File: src/rtl/pdm_bank_pkg.sv
// ============================================================================
// Module      : pdm_bank_pkg
// Description : Register map constants and shared types for the pdm_bank
//               Wishbone PDM output bank.
// Revision    : 1.0 - initial release
// ============================================================================
`default_nettype none

package pdm_bank_pkg;
    localparam int ADR_ENABLE   = 32;
    localparam int ADR_PRESCALE = 33;
    localparam int MAX_CHANNELS = 32;
    localparam int MAX_BITS     = 16;

    typedef logic [15:0] prescale_t;
endpackage

`default_nettype wire

File: src/rtl/pdm_bank_wb_if.sv
// ============================================================================
// Module      : iWishbone
// Description : Single-clock Wishbone bundle; mPeri is the peripheral view.
// Revision    : 1.0 - initial release
// ============================================================================
`default_nettype none

interface iWishbone;
    logic        clk;
    logic        rst;
    logic        stb;
    logic        we;
    logic [31:0] adr;
    logic [31:0] dat_c;
    logic [31:0] dat_p;
    logic        ack;

    modport mPeri (input clk, rst, stb, we, adr, dat_c, output dat_p, ack);
    modport mCtrl (output clk, rst, stb, we, adr, dat_c, input dat_p, ack);
endinterface

`default_nettype wire

File: src/rtl/pdm_bank_channel.sv
// ============================================================================
// Module      : pdm_bank_channel
// Description : One PDM channel: target/current level, optional ramp step,
//               first-order error accumulator. Ramp built when
//               PDM_BANK_RAMP_EN is defined.
// Revision    : 1.0 - initial release
// ============================================================================
`default_nettype none

module pdm_bank_channel
    import pdm_bank_pkg::*;
#(
    parameter int pBits = 8
) (
    input  logic             clk,
    input  logic             rst,
    input  logic             en,
    input  logic             tick,
    input  logic             wr,
    input  logic [pBits-1:0] data,
    output logic             pdm,
    output logic [pBits-1:0] target,
    output logic [pBits-1:0] current
);

    logic [pBits-1:0] target_q;
    logic [pBits-1:0] current_q;
    logic [pBits-1:0] current_d;
    logic [pBits:0]   acc_q;
    logic [pBits:0]   w_sum;

    assign w_sum = {1'b0, acc_q[pBits-1:0]} + {1'b0, current_q};

`ifdef PDM_BANK_RAMP_EN
    always_comb begin
        current_d = current_q;
        if (tick && (current_q < target_q)) begin
            current_d = current_q + pBits'(1);
        end else if (tick && (current_q > target_q)) begin
            current_d = current_q - pBits'(1);
        end
    end
`else
    logic w_unused_tick;
    assign w_unused_tick = tick;

    always_comb begin
        current_d = wr ? data : target_q;
    end
`endif

    // The carry of the last sum lives in acc_q's top bit, so it is the pdm bit.
    always_ff @(posedge clk) begin
        if (rst) begin
            target_q  <= '0;
            current_q <= '0;
            acc_q     <= '0;
        end else begin
            if (wr) begin
                target_q <= data;
            end
            current_q <= current_d;
            acc_q     <= en ? w_sum : '0;
        end
    end

    assign pdm     = acc_q[pBits];
    assign target  = target_q;
    assign current = current_q;

endmodule

`default_nettype wire

File: src/rtl/pdm_bank.sv
// ============================================================================
// Module      : pdm_bank
// Description : Wishbone multi-channel PDM output bank with enable mask and
//               optional slew limiter (macro PDM_BANK_RAMP_EN).
// Revision    : 1.0 - initial release
// ============================================================================
`default_nettype none

module pdm_bank
    import pdm_bank_pkg::*;
#(
    parameter int pBits     = 8,
    parameter int pChannels = 1
) (
    iWishbone.mPeri              wb,
    output logic [pChannels-1:0] pdm
);

    logic                 w_accept;
    logic                 w_wr;
    logic                 w_tick;
    logic [31:0]          w_rd_d;
    logic [pChannels-1:0] w_ch_wr;
    logic [pBits-1:0]     w_target  [pChannels];
    logic [pBits-1:0]     w_current [pChannels];
    logic [pChannels-1:0] enable_q;
    logic                 ack_q;
    logic [31:0]          dat_p_q;
    logic                 w_unused_dat;

    assign w_accept     = wb.stb & ~ack_q;
    assign w_wr         = w_accept & wb.we;
    assign w_unused_dat = ^wb.dat_c;

    for (genvar n = 0; n < pChannels; n++) begin : g_ch
        assign w_ch_wr[n] = w_wr && (wb.adr == 32'(n));

        pdm_bank_channel #(
            .pBits (pBits)
        ) u_ch (
            .clk     (wb.clk),
            .rst     (wb.rst),
            .en      (enable_q[n]),
            .tick    (w_tick),
            .wr      (w_ch_wr[n]),
            .data    (wb.dat_c[pBits-1:0]),
            .pdm     (pdm[n]),
            .target  (w_target[n]),
            .current (w_current[n])
        );
    end

`ifdef PDM_BANK_RAMP_EN
    prescale_t prescale_q;
    prescale_t tick_cnt_q;

    // >= rather than == so a PRESCALE lowered below the count wraps at once.
    assign w_tick = (tick_cnt_q >= prescale_q);

    always_ff @(posedge wb.clk) begin
        if (wb.rst) begin
            prescale_q <= '0;
            tick_cnt_q <= '0;
        end else begin
            if (w_wr && (wb.adr == 32'(ADR_PRESCALE))) begin
                prescale_q <= wb.dat_c[15:0];
            end
            tick_cnt_q <= w_tick ? '0 : tick_cnt_q + 16'd1;
        end
    end
`else
    assign w_tick = 1'b0;
`endif

    always_comb begin
        w_rd_d = '0;
        for (int n = 0; n < pChannels; n++) begin
            if (wb.adr == 32'(n)) begin
                w_rd_d = {16'(w_current[n]), 16'(w_target[n])};
            end
        end
        if (wb.adr == 32'(ADR_ENABLE)) begin
            w_rd_d = 32'(enable_q);
        end
`ifdef PDM_BANK_RAMP_EN
        if (wb.adr == 32'(ADR_PRESCALE)) begin
            w_rd_d = 32'(prescale_q);
        end
`endif
    end

    always_ff @(posedge wb.clk) begin
        if (wb.rst) begin
            enable_q <= '0;
            ack_q    <= 1'b0;
            dat_p_q  <= '0;
        end else begin
            if (w_wr && (wb.adr == 32'(ADR_ENABLE))) begin
                enable_q <= wb.dat_c[pChannels-1:0];
            end
            ack_q   <= w_accept;
            dat_p_q <= w_accept ? w_rd_d : '0;
        end
    end

    assign wb.ack   = ack_q;
    assign wb.dat_p = dat_p_q;

endmodule

`default_nettype wire

File: src/flat_wrapper.sv
// flat-port wrapper written by rule: the top's interface ports become plain ports
module pdm_bank_flat import pdm_bank_pkg::*;
#(
    parameter int pBits     = 8,
    parameter int pChannels = 1
)
  (pdm, wb_clk, wb_rst, wb_stb, wb_we, wb_adr, wb_dat_c, wb_dat_p, wb_ack);
  iWishbone wb_i ();
  output logic [pChannels-1:0] pdm;
  input wire logic [$bits(wb_i.clk)-1:0] wb_clk;
  input wire logic [$bits(wb_i.rst)-1:0] wb_rst;
  input wire logic [$bits(wb_i.stb)-1:0] wb_stb;
  input wire logic [$bits(wb_i.we)-1:0] wb_we;
  input wire logic [$bits(wb_i.adr)-1:0] wb_adr;
  input wire logic [$bits(wb_i.dat_c)-1:0] wb_dat_c;
  output wire logic [$bits(wb_i.dat_p)-1:0] wb_dat_p;
  output wire logic [$bits(wb_i.ack)-1:0] wb_ack;
  assign wb_i.clk = wb_clk;
  assign wb_i.rst = wb_rst;
  assign wb_i.stb = wb_stb;
  assign wb_i.we = wb_we;
  assign wb_i.adr = wb_adr;
  assign wb_i.dat_c = wb_dat_c;
  assign wb_dat_p = wb_i.dat_p;
  assign wb_ack = wb_i.ack;
  pdm_bank #(.pBits(pBits), .pChannels(pChannels)) u_core (.wb(wb_i), .pdm(pdm));
endmodule
File: config.mk
export PLATFORM = sky130hd
export DESIGN_NAME = pdm_bank_flat
export DESIGN_NICKNAME = d
export VERILOG_FILES = /design/src/rtl/pdm_bank_pkg.sv /design/src/rtl/pdm_bank_wb_if.sv /design/src/rtl/pdm_bank_channel.sv /design/src/rtl/pdm_bank.sv /design/src/flat_wrapper.sv
export SDC_FILE = /design/constraint.sdc
export NUM_CORES = 1
export LEC_CHECK = 0
export CAP_MARGIN = 25
export CELL_PAD_IN_SITES_DETAIL_PLACEMENT = 0
export CELL_PAD_IN_SITES_GLOBAL_PLACEMENT = 2
export CORE_MARGIN = 1.5
export CORE_UTILIZATION = 33
export DETAILED_ROUTE_END_ITERATION = 12
export DONT_BUFFER_PORTS = 1
export GPL_ROUTABILITY_DRIVEN = 0
export GPL_TIMING_DRIVEN = 1
export PLACE_DENSITY = 0.88
export SETUP_SLACK_MARGIN = 0.5
export SLEW_MARGIN = 20
export SYNTH_ARGS = -nofsm -noshare
export SYNTH_HDL_FRONTEND = slang
export SYNTH_SLANG_ARGS = --single-unit
export TNS_END_PERCENT = 10
File: constraint.sdc
create_clock -name wb_clk -period 2.2 [get_ports wb_clk]
set_input_delay 0.44 -clock wb_clk [delete_from_list [all_inputs] [get_ports wb_clk]]
set_output_delay 0.44 -clock wb_clk [all_outputs]
set_load 0.02 [all_outputs]
* After elaboration in Yosys (flattened, before gate mapping)
Cells that the tools add are included.
Cells by class: muxes and demuxes 2, multiply operators 0, reduce and logical (&&, ||, !) cells 6, divide/modulo/power cells 0, eq/ne operators 1, bitwise gates (word level) 6, $lt $le $gt $ge 0, add/subtract/negate cells 1, shift-type cells 0
Operator list (count):
- $eq 32x6->1 const B | 1
- $logic_not 32->1 | 1
- $add 8x8->9 | 1
- $not 1->1 | 4
- $reduce_or 2->1 | 2
- $reduce_or 4->1 | 1
- $and 1x1->1 | 2
- $logic_and 1x1->1 | 2
- $mux 1 | 2
Storage, ports and cells: bits of input ports 68, memory bits (read-only) 0, latch bits 0, memories 0, register bits 35, RAM bits 0

* Longest topological paths before layout
Gate-level depths: netlist of the first run.
word-level depth 4, gate-level depth with buffers 7

* Hierarchy
A second synthesis of the first run with hierarchy kept.
Unflattened totals: cells, all modules 163, area, all modules 1670.4 µm²
By module, submodules not included:
- pdm_bank_channel | area each 892.1 µm², seq. area each 340.3 µm², cells each 91, instances 1
- pdm_bank | area each 778.2 µm², seq. area each 360.3 µm², cells each 72, instances 1

* Worst setup path after synthesis of the first run
No wires, ideal clock.
kind in2reg, from in wb_adr[2], to reg u_core.g_ch[0].u_ch.current_q[0], setup time 0.072 ns, stages 4, data required time 2.128 ns, arrival 1.727 ns, buffers on the path 0, setup slack 0.402 ns, path through nor4_2 > nand3b_2 > nor4_4 > mux2i_1
On the way: longest elaborated chain between the ends 2
Ends and longest elaborated chain:
- start: declaration | line flat_wrapper.sv:14 | input wire logic [$bits(wb_i.adr)-1:0] wb_adr;
- $logic_not 32->1 | line pdm_bank.sv:36 | assign w_ch_wr[n] = w_wr && (wb.adr == 32'(n));
- $logic_and 1x1->1 | line pdm_bank.sv:36
- end signal: assignment | line pdm_bank_channel.sv:62 | current_q <= current_d;
- end: declaration | line pdm_bank_channel.sv:27 | logic [pBits-1:0] current_q;
Every way passes these cells. A chain may end at the register's enable or synchronous reset.

* Worst setup path in the final report of the first run
from reg u_core.g_ch[0].u_ch.current_q[0], to reg u_core.g_ch[0].u_ch.acc_q[8]
On the way: longest elaborated chain between the ends 1
Ends and longest elaborated chain:
- $add 8x8->9 | line pdm_bank_channel.sv:32 | assign w_sum = {1'b0, acc_q[pBits-1:0]} + {1'b0, current_q};
- end signal: assignment | line pdm_bank_channel.sv:63 | acc_q <= en ? w_sum : '0;
- end: declaration | line pdm_bank_channel.sv:29 | logic [pBits:0] acc_q;
Every way passes these cells.

==> metrics.md, run 1 <==
| Metric | Value |
|---|---|
| Hold Buf Count CTS | 0 |
| Leakage | ~0.58 nW |
| Min setup slack post-route | 480 ps |
| WS Path Type | register to register |
| Status | complete, no violations |
| Width of the die | approximately 70 um |
| Largest net degree at the start of global routing | 20 |
| Initial antenna violation count | 0 |
| Worst r2r src | u_core.g_ch[0].u_ch.current[0] |
| Final period util | between 70% and 80% |
| # port buffers | 0 |
| Maxcap violations | 0 |
| Most common cell after layout, fill and taps aside | dfxtp_1 |
| Vias | 986 |
| Row cnt | 24 |
| Met3 usage | 1.44% |
| 1st-iter DRT viols | 42 |
| Hold path start | wb_dat_c[2] |
| Clk buf depth | 2 |
| Worst setup EP type | register |
| Ys Warns | 0 |
| Commonest non-fill, non-tap cells in the layout | dfxtp_1, nand2b_1, conb_1 |
| Clk sinks | 28 |
| Top FF cell, synth | dfxtp_1 |
| Hold WC Path Type | input port to register |
| # DRC | 0 |
| Post-Synthesis Cell Area | 0.00150 mm2 |
| Synthesis-stage register bit count | 28 |
| Final hold vios | 0 |
| FF-to-FF setup slack | roughly 480 ps |
| CP top delay family | compound AO/OA/AOI/OAI gates |
| Diodes inserted | 0 |
| Die height | between 70 and 80 um |
| Startpoint Class | register |
| Post-Layout Cell Count | 209 |
| Critical path's slowest cell | dfxtp_2 |
| Max Slew Vio Count | 0 |
| Worst vdd ir | roughly 0.27 mV |
| Crit path required time | 2370 ps |
| Number of iterations in the first detailed-routing pass | 4 |
| Fin nets | roughly 240 |
| Global route total overflow | 0 |
| Grt met2 use | between 10% and 20% |
| Final ANT Viol Nets | 0 |
| First-pass GRT wire length | 4.27 mm |
| Post-DR vias/cell | 4.72 |
| CTS root buffer | clkbuf_8 |
| Vias in the first global route | between 1,000 and 1,500 |
| Share of cells above drive strength 1 | 14.6% |
| Mapped Cells | 160 |
| Initial Util | roughly a third |
| TNS Setup | 0 ps |
| RSZ-0062 raised after global routing | true |
| Register area share after synthesis | 37.3% |
| CP dominant cell by count | o31a_1 |
| Post-Syn Area per Cell | about 9.4 um2 |
| Drt total wl | 2.58 mm |
| GRT Total Usage | around a tenth |
| EDFF count, synth | 0 |
| Minimum clock period | 1720 ps |
| Routed len/inst | roughly 12 um |
| Estimated wirelength of the detail-placed design | roughly 2.1 mm |
| Ys async rst share | 0% |
| CP max FO | 3 |
| CTS tree | built |
| CTS buffer count | 3 |
| Buffer and inverter count on the worst path | 1 |
| Met1 GRT Util | approximately an eighth |
| Setup crit start | u_core.g_ch[0].u_ch.current[0] |
| Core Area | 0.00435 mm2 |
| Placed cells | 203 |
| H-tree depth | 1 |
| Die ar. | 0.00497 mm2 |
| Max Fclk | between 500 and 600 MHz |
| Clock Skews | roughly 3.5 ps |
| Top Usage Layer GRT | met2 |
| IO Pins | roughly 100 |
| Area Overhead vs Synth | 6.41% |
| Critical path arrival | around 1900 ps |
| Cell variety after synth | 32 |
| Worst path cell trace | ha_4 > inv_2 > fa_2 > nor2b_4 > o31a_1 > o31a_1 > o31a_1 |
| Clk_lat worst skew | approximately 270 ps |
| Final setup fails | 0 |
| Slowest cell delay on critical path | 340 ps |
| Dpl ws | ~420 ps |
| Pwr Density | 597 mW/mm2 |
| Clk slew on worst S/H paths | approximately 100 ps |
-- path summary, 6_finish.rpt --
check / cells after the start / to
min: 2 / u_core.g_ch[0].u_ch.current[2]
max: 7 / u_core.g_ch[0].u_ch.acc_q[8]
min reg2reg: 2 / u_core.g_ch[0].u_ch.current[1]
max reg2reg: 7 / u_core.g_ch[0].u_ch.acc_q[8]
-- report_power, final --
part / internal [mW] / total [mW] / switching, mW / leakage [nW]
Sequential: 0.507 / 0.509 / 0.00192 / 0.227
Clock: 0.244 / 0.404 / 0.160 / 0.0357
Combinational: 0.0118 / 0.0420 / 0.0302 / 0.319
Total: 0.763 / 0.955 / 0.192 / 0.582
-- flip-flops by register name (all words and copies together), names as in the netlist --
| name | count |
|---|---|
| u_core.g_ch.u_ch.acc_q | 9 |
| u_core.enable_q | 1 |
| u_core.g_ch.u_ch.current | 8 |
| u_core.wb.dat_p | 9 |
| u_core.wb.ack | 1 |
-- per-layer routing --
metal / wire length, um / vias to the layer above
met5: 0 / -
met4: 23 / 0
met3: 145 / 2
met2: 1370 / 35
met1: 1040 / 448
li1: - / 501
-- final cells by class --
cell class | instances | area [um2]
fillers | 447 | 2760
multi-input cells | 113 | 838
flip-flops and latches | 28 | 564
well taps | 52 | 65.1
clock buffers | 3 | 41.3
clock inverters | 1 | 30.0
repair buffers | 4 | 30.0
inverters | 8 | 30.0
-- kinds of logic (layout without fill, tap and decap cells) --
family	count (synthesis)	in the layout	share of synthesized area [%]
other cells	1	16	0.250
buf+inv	34	16	14.2
fa+ha+maj	9	9	7.99
mux	10	10	6.66
compound gates	15	15	7.16
simple gates	61	61	25.2
xor+xnor	2	2	1.17
flops	28	28	37.3
-- cells in the mapped netlist (2+ instances only) --
| library cell | instances | area (um2) |
|---|---|---|
| nand2_1 | 3 | 11.3 |
| and2_1 | 9 | 56.3 |
| xnor2_1 | 2 | 17.5 |
| o21ai_0 | 3 | 15.0 |
| ha_1 | 8 | 100 |
| nor3_1 | 3 | 15.0 |
| o31a_1 | 3 | 26.3 |
| buf_4 | 23 | 173 |
| nand2b_1 | 18 | 113 |
| nor2_1 | 8 | 30.0 |
| mux2i_1 | 10 | 100 |
| clkbuf_1 | 3 | 11.3 |
| o21a_1 | 2 | 15.0 |
| a211oi_1 | 2 | 15.0 |
| nand3_1 | 3 | 15.0 |
| o2111ai_1 | 2 | 17.5 |
| nor4_1 | 8 | 50.1 |
| inv_1 | 8 | 30.0 |
| nor2b_1 | 2 | 12.5 |
| dfxtp_1 | 28 | 561 |
-- repair_timing --
action,4_1_cts,5_1_grt
setup buffers,2,0
gates resized for setup,8,2
pin swaps,3,2
setup endpoints to repair,2,2
-- stage by stage --
step / util, % / instance area (um2) / hold WS (ps) / power [mW]
after floorplan: - / 1580 / 461 / 0.586
after global placement: 33.9 / 1470 / 484 / 0.563
after detailed placement: 33.9 / 1470 / 496 / 0.563
after CTS: 36.6 / 1590 / 297 / 0.968
after global routing: 36.7 / 1600 / 302 / 0.988
final: 36.7 / 1600 / 305 / 0.955
Power figures use the tool's default switching activity.
==> run 2, diff against run 1 <==
Settings changed: CORE_UTILIZATION 33 to 29, PLACE_DENSITY 0.88 to 0.82.
Clock period 2.2 ns to 1.5 ns, I/O delays scaled along.
==> metrics.md, run 2 (same netlist as run 1, synthesis figures left out) <==
| Metric | Value |
|---|---|
| Worst path cell trace | ha_4 > inv_2 > fa_2 > nor2b_2 > o31a_1 > o31a_1 > o31a_1 |
| Routed len/inst | 11.7 um (-5.0%) |
| Sequential power share | 60.6% (+7.3 points) |
| Startpoint Class | register |
| Diodes inserted | 0 (unchanged) |
| Dpl ws | -252 ps (-668 ps) |
| Sw Pwr | 0.272 mW (+41%) |
| Share of cells above drive strength 1 | 30.0% (+15 points) |
| WS Path Type | register to register |
| Final hold vios | 0 (unchanged) |
| Minimum clock period | 1700 ps (-18.6 ps) |
| Post-DR vias/cell | 4.38 (-7.2%) |
| Clock network fraction of total power | 33.3% (-9.0 points) |
| Slowest cell delay on critical path | 350 ps (about the same) |
| Largest net degree at the start of global routing | 20 (unchanged) |
| Final setup fails | 3 (+3) |
| # DRC | 0 (unchanged) |
| CTS root buffer | clkbuf_8 |
| Hold WC Path Type | input port to register |
| First-pass GRT wire length | 4.60 mm (+7.7%) |
| CP max FO | 3 (unchanged) |
| Worst setup EP type | register |
| CTS tree | built |
| Worst r2r src | u_core.g_ch[0].u_ch.current[0] |
| Min setup slack post-route | -202 ps (-681 ps) |
| GRT Total Usage | 10.7% (+0.13 points) |
| Die height | 75.0 um (+6.4%) |
| Initial Util | 29.8% (-4.7 points) |
| Buffer and inverter count on the worst path | 1 (unchanged) |
| Critical path's slowest cell | dfxtp_2 |
| Worst vdd ir | 0.276 mV (+2.9%) |
| IO Pins | 102 (unchanged) |
| Overall power | 1.21 mW (+27%) |
| CP dominant cell by count | o31a_1 |
| Sw Share | 22.5% (+2.4 points) |
| Drt total wl | 2.82 mm (+9.1%) |
| Vias | 1,051 (+6.6%) |
| Critical path arrival | 1860 ps (-30 ps) |
| Maxcap violations | 0 (unchanged) |
| Crit path required time | 1660 ps (-710 ps) |
| R2r endpoint | u_core.g_ch[0].u_ch.acc_q[8] |
| Cells on worst reg2reg path | 7 (unchanged) |
| Global route total overflow | 0 (unchanged) |
| Setup crit start | u_core.g_ch[0].u_ch.current[0] |
| Row cnt | 26 (+8.3%) |
| Number of cells on the critical path | 7 (unchanged) |
| Met3 usage | 2.68% (+1.2 points) |
| Hold Path Stages | 2 (unchanged) |
| Area Overhead vs Synth | 20.9% |
| Number of iterations in the first detailed-routing pass | 4 (unchanged) |
| Hold Buf Count CTS | 0 (unchanged) |
| Max Fclk | 588 MHz (+1.1%) |
| Vias in the first global route | 965 (-4.9%) |
| Grt met2 use | 16.8% (-3.0 points) |
| End of the critical path | u_core.g_ch[0].u_ch.acc_q[8] |
| # port buffers | 0 (unchanged) |
| Pwr Density | 665 mW/mm2 (+11%) |
| Failing checks | setup timing |
| Width of the die | 75.0 um (+6.4%) |
| Top Usage Layer GRT | met2 |
| Met1 GRT Util | 14.7% (+3.1 points) |
| Initial antenna violation count | 0 (unchanged) |
| Clk buf depth | 2 (unchanged) |
| CTS buffer count | 3 (unchanged) |
| Leakage | 0.679 nW (+17%) |
| Commonest non-fill, non-tap cells in the layout | nand2b_1, dfxtp_1, conb_1, buf_4, mux2i_1 |
| Core Area | 0.00504 mm2 (+16%) |
| Final period util | 113% (+35 points) |
| Clk_lat worst skew | 270 ps (about the same) |
| Final ANT Viol Nets | 0 (unchanged) |
| Comb pwr share | 6.1% (+1.7 points) |
| Clk slew on worst S/H paths | 90 ps (about the same) |
| Max Slew Vio Count | 0 (unchanged) |
| H-tree depth | 1 (unchanged) |
| RSZ-0062 raised after global routing | true |
| Die ar. | 0.00562 mm2 (+13%) |
| FF-to-FF setup slack | -200 ps (-680 ps) |
| 1st-iter DRT viols | 25 (-40%) |
| Status | finished, violations left |
| Most common cell after layout, fill and taps aside | nand2b_1 |
| Int Power | 0.937 mW (+23%) |
| Estimated wirelength of the detail-placed design | 2.18 mm (+4.7%) |
| Clk sinks | 28 (unchanged) |
| Filler instances | 524 (+17%) |
| Clock Skews | 1.49 ps (-1.99 ps) |
| CP top delay family | compound AO/OA/AOI/OAI gates |
| Fin nets | 249 (+6.0%) |
[run 2: changes by cell type in the layout (fill, tap and decap cells not counted), sizes merged]
cell,delta
buf,+14
bufinv,-1
[run 2: per-stage QoR]
| step | util (%) | instances | TNS (ps) | cell area (um2) | hold WS [ps] |
|---|---|---|---|---|---|
| floorplan | - | 175 | -2000 | 1610 | 455 |
| global placement | 32.8 | 236 | -1000 | 1650 | 459 |
| global route | 36.0 | 240 | -908 | 1820 | 179 |
| CTS | 36.0 | 240 | -353 | 1820 | 171 |
| finish | 36.0 | 240 | -327 | 1820 | 174 |
| detailed placement | 32.8 | 236 | -1130 | 1650 | 462 |
[run 2: layout make-up]
type	count	area, um2	area share [%]
Multi-Input combinational cell	113	915	50.3
Sequential cell	28	592	32.6
Timing Repair Buffer	18	151	8.33
Tap cell	70	87.6	4.82
Clock buffer	3	41.3	2.27
Inverter	8	30.0	1.65
[run 2: worst min path at each step]
stage                      startpoint                        endpoint  slack, ps
after detailed placement  wb_dat_c[3]  u_core.g_ch[0].u_ch.current[3]        460
after global placement    wb_dat_c[5]  u_core.g_ch[0].u_ch.current[5]        460
after floorplan           wb_dat_c[6]  u_core.g_ch[0].u_ch.current[6]        460
final                     wb_dat_c[3]  u_core.g_ch[0].u_ch.current[3]        170
after CTS                 wb_dat_c[3]  u_core.g_ch[0].u_ch.current[3]        170
after global routing      wb_dat_c[5]  u_core.g_ch[0].u_ch.current[5]        180
[run 2: repair_timing]
item | 4_1_cts | 5_1_grt
setup endpoints to repair | 44 | 42
gates resized for setup | 36 | 0
pin swaps | 18 | 5
cloned | 0 | 0
endpoints found under the hold margin | 0 | 0
setup buffers | 1 | 0
[run 2: power by group through the flow]
stage | registers (mW) | clock network (mW) | logic [mW]
floorplan | 0.764 | 0 | 0.0971
global placement | 0.762 | 0 | 0.0679
detailed placement | 0.762 | 0 | 0.0683
CTS | 0.733 | 0.419 | 0.0733
global route | 0.733 | 0.445 | 0.0799
finish | 0.733 | 0.402 | 0.0736
[run 2: layer usage]
layer	up-vias	routed length, um
li1	529	-
met1	491	1280
met2	29	1380
met3	2	142
met4	0	14
met5	-	0
==> run 3, diff against run 2 <==
Settings changed: CORE_UTILIZATION 29 to 33, PLACE_DENSITY 0.82 to 0.88.
Clock period 1.5 ns to 1.85 ns, I/O delays scaled along.
==> metrics.md, run 3 (same netlist as run 1, synthesis figures left out) <==
| Metric | Value |
|---|---|
| Crit path required time | 2030 ps (+370 ps) |
| Worst setup EP type | register |
| CTS root buffer | clkbuf_8 |
| Grt met2 use | 19.8% (+3.0 points) |
| Fin nets | 240 (-3.6%) |
| Number of iterations in the first detailed-routing pass | 4 (unchanged) |
| Largest net degree at the start of global routing | 20 (unchanged) |
| Routed len/inst | 13.0 um (+10%) |
| CTS buffer count | 3 (unchanged) |
| CP max FO | 2 (-1) |
| Hold WC Path Type | input port to register |
| Status | complete, no violations |
| # DRC | 0 (unchanged) |
| Die ar. | 0.00497 mm2 (-12%) |
| H-tree depth | 1 (unchanged) |
| CTS tree | built |
| Commonest non-fill, non-tap cells in the layout | dfxtp_1, nand2b_1, conb_1 |
| IO Pins | 102 (unchanged) |
| Vias | 1,076 (+2.4%) |
| Initial antenna violation count | 0 (unchanged) |
| Clk slew on worst S/H paths | 90 ps (about the same) |
| Max Slew Vio Count | 0 (unchanged) |
| Clk_lat worst skew | 270 ps (about the same) |
| WS Path Type | register to register |
| Width of the die | 70.5 um (-6.0%) |
| Initial Util | 34.5% (+4.7 points) |
| Startpoint Class | register |
| Leakage | 0.610 nW (-10%) |
| RSZ-0062 raised after global routing | true |
| Clk buf depth | 2 (unchanged) |
| Top Usage Layer GRT | met2 |
| Maxcap violations | 0 (unchanged) |
| Final period util | 94.6% (-19 points) |
| Estimated wirelength of the detail-placed design | 2.23 mm (+2.2%) |
| Most common cell after layout, fill and taps aside | dfxtp_1 |
| Pwr Density | 620 mW/mm2 (-6.9%) |
| # port buffers | 0 (unchanged) |
| 1st-iter DRT viols | 68 (+170%) |
| Area Overhead vs Synth | 11.0% |
| First-pass GRT wire length | 4.43 mm (-3.8%) |
| Hold Buf Count CTS | 0 (unchanged) |
| Post-DR vias/cell | 5.03 (+15%) |
| Clk sinks | 28 (unchanged) |
| Worst vdd ir | 0.232 mV (-16%) |
| Global route total overflow | 0 (unchanged) |
| Drt total wl | 2.77 mm (-1.6%) |
| Final ANT Viol Nets | 0 (unchanged) |
| Final hold vios | 0 (unchanged) |
| Met3 usage | 1.44% (-1.2 points) |
| Minimum clock period | 1750 ps (+48.9 ps) |
| TNS Setup | 0 ps (+327 ps) |
| Share of cells above drive strength 1 | 17.9% (-12 points) |
| Met1 GRT Util | 12.3% (-2.4 points) |
| Die height | 70.5 um (-6.0%) |
| Clock Skews | 7.31 ps (+5.82 ps) |
| Max Fclk | 571 MHz (-2.8%) |
| Diodes inserted | 0 (unchanged) |
| FF-to-FF setup slack | 100 ps (+300 ps) |
| Final setup fails | 0 (-3) |
| Hold slack | 239 ps (+65.4 ps) |
| Core Area | 0.00435 mm2 (-14%) |
| Critical path arrival | 1930 ps (+70 ps) |
| Vias in the first global route | 1,001 (+3.7%) |
| GRT Total Usage | 11.0% (+0.33 points) |
| Row cnt | 24 (-7.7%) |
-- run 3: metrics by stage --
stage / utilization, % / worst slack (ps) / area (um2) / power, mW / cells
finish: 38.3 / 99.4 / 1670 / 1.03 / 214
global route: 38.3 / 54.5 / 1670 / 1.07 / 214
CTS: 37.7 / 85.3 / 1640 / 1.04 / 212
detailed placement: 35.1 / 85.4 / 1530 / 0.672 / 204
global placement: 35.1 / 134 / 1530 / 0.671 / 204
floorplan: - / 161 / 1610 / 0.698 / 175
-- run 3: routing by layer --
layer | up-vias | part of all wire (%)
met1 | 516 | 39
met4 | 0 | 1.9
li1 | 514 | -
met3 | 5 | 6.8
met2 | 41 | 52
met5 | - | 0
-- run 3: layout make-up --
cell class              count  area, um2
multi-input cells         113        875
fillers                   442       2690
repair buffers              9       80.1
well taps                  52       65.1
clock buffers               4       55.1
flip-flops and latches     28        563
inverters                   8       30.0
-- run 3: final timing paths --
path	start	depth (start not counted)	endpoint
worst min-delay path	wb_dat_c[1]	2	u_core.g_ch[0].u_ch.current[1]
worst max-delay path	u_core.g_ch[0].u_ch.current[0]	7	u_core.g_ch[0].u_ch.acc_q[8]
worst min register to register	u_core.g_ch[0].u_ch.current[1]	2	u_core.g_ch[0].u_ch.current[1]
worst max register to register	u_core.g_ch[0].u_ch.current[0]	7	u_core.g_ch[0].u_ch.acc_q[8]
-- run 3: timing repair --
item | CTS | global route
resized for setup | 8 | 3
endpoints found under the hold margin | 0 | 0
pin swaps | 4 | 3
setup buffers | 4 | 2
endpoints found under the setup margin | 23 | 24
-- run 3: critical path, stage by stage (launching register included) --
cell     delay (ps)
dfxtp_2         350
ha_4            160
inv_2            50
fa_2            230
nor2b_4          50
o31a_1          310
o31a_1          280
o31a_1          240
-- run 3: where the power goes --
part | switching [mW] | total (mW) | internal, mW
registers | 0.00235 | 0.606 | 0.603
clock network | 0.185 | 0.375 | 0.191
logic | 0.0363 | 0.0523 | 0.0160
total | 0.223 | 1.03 | 0.810
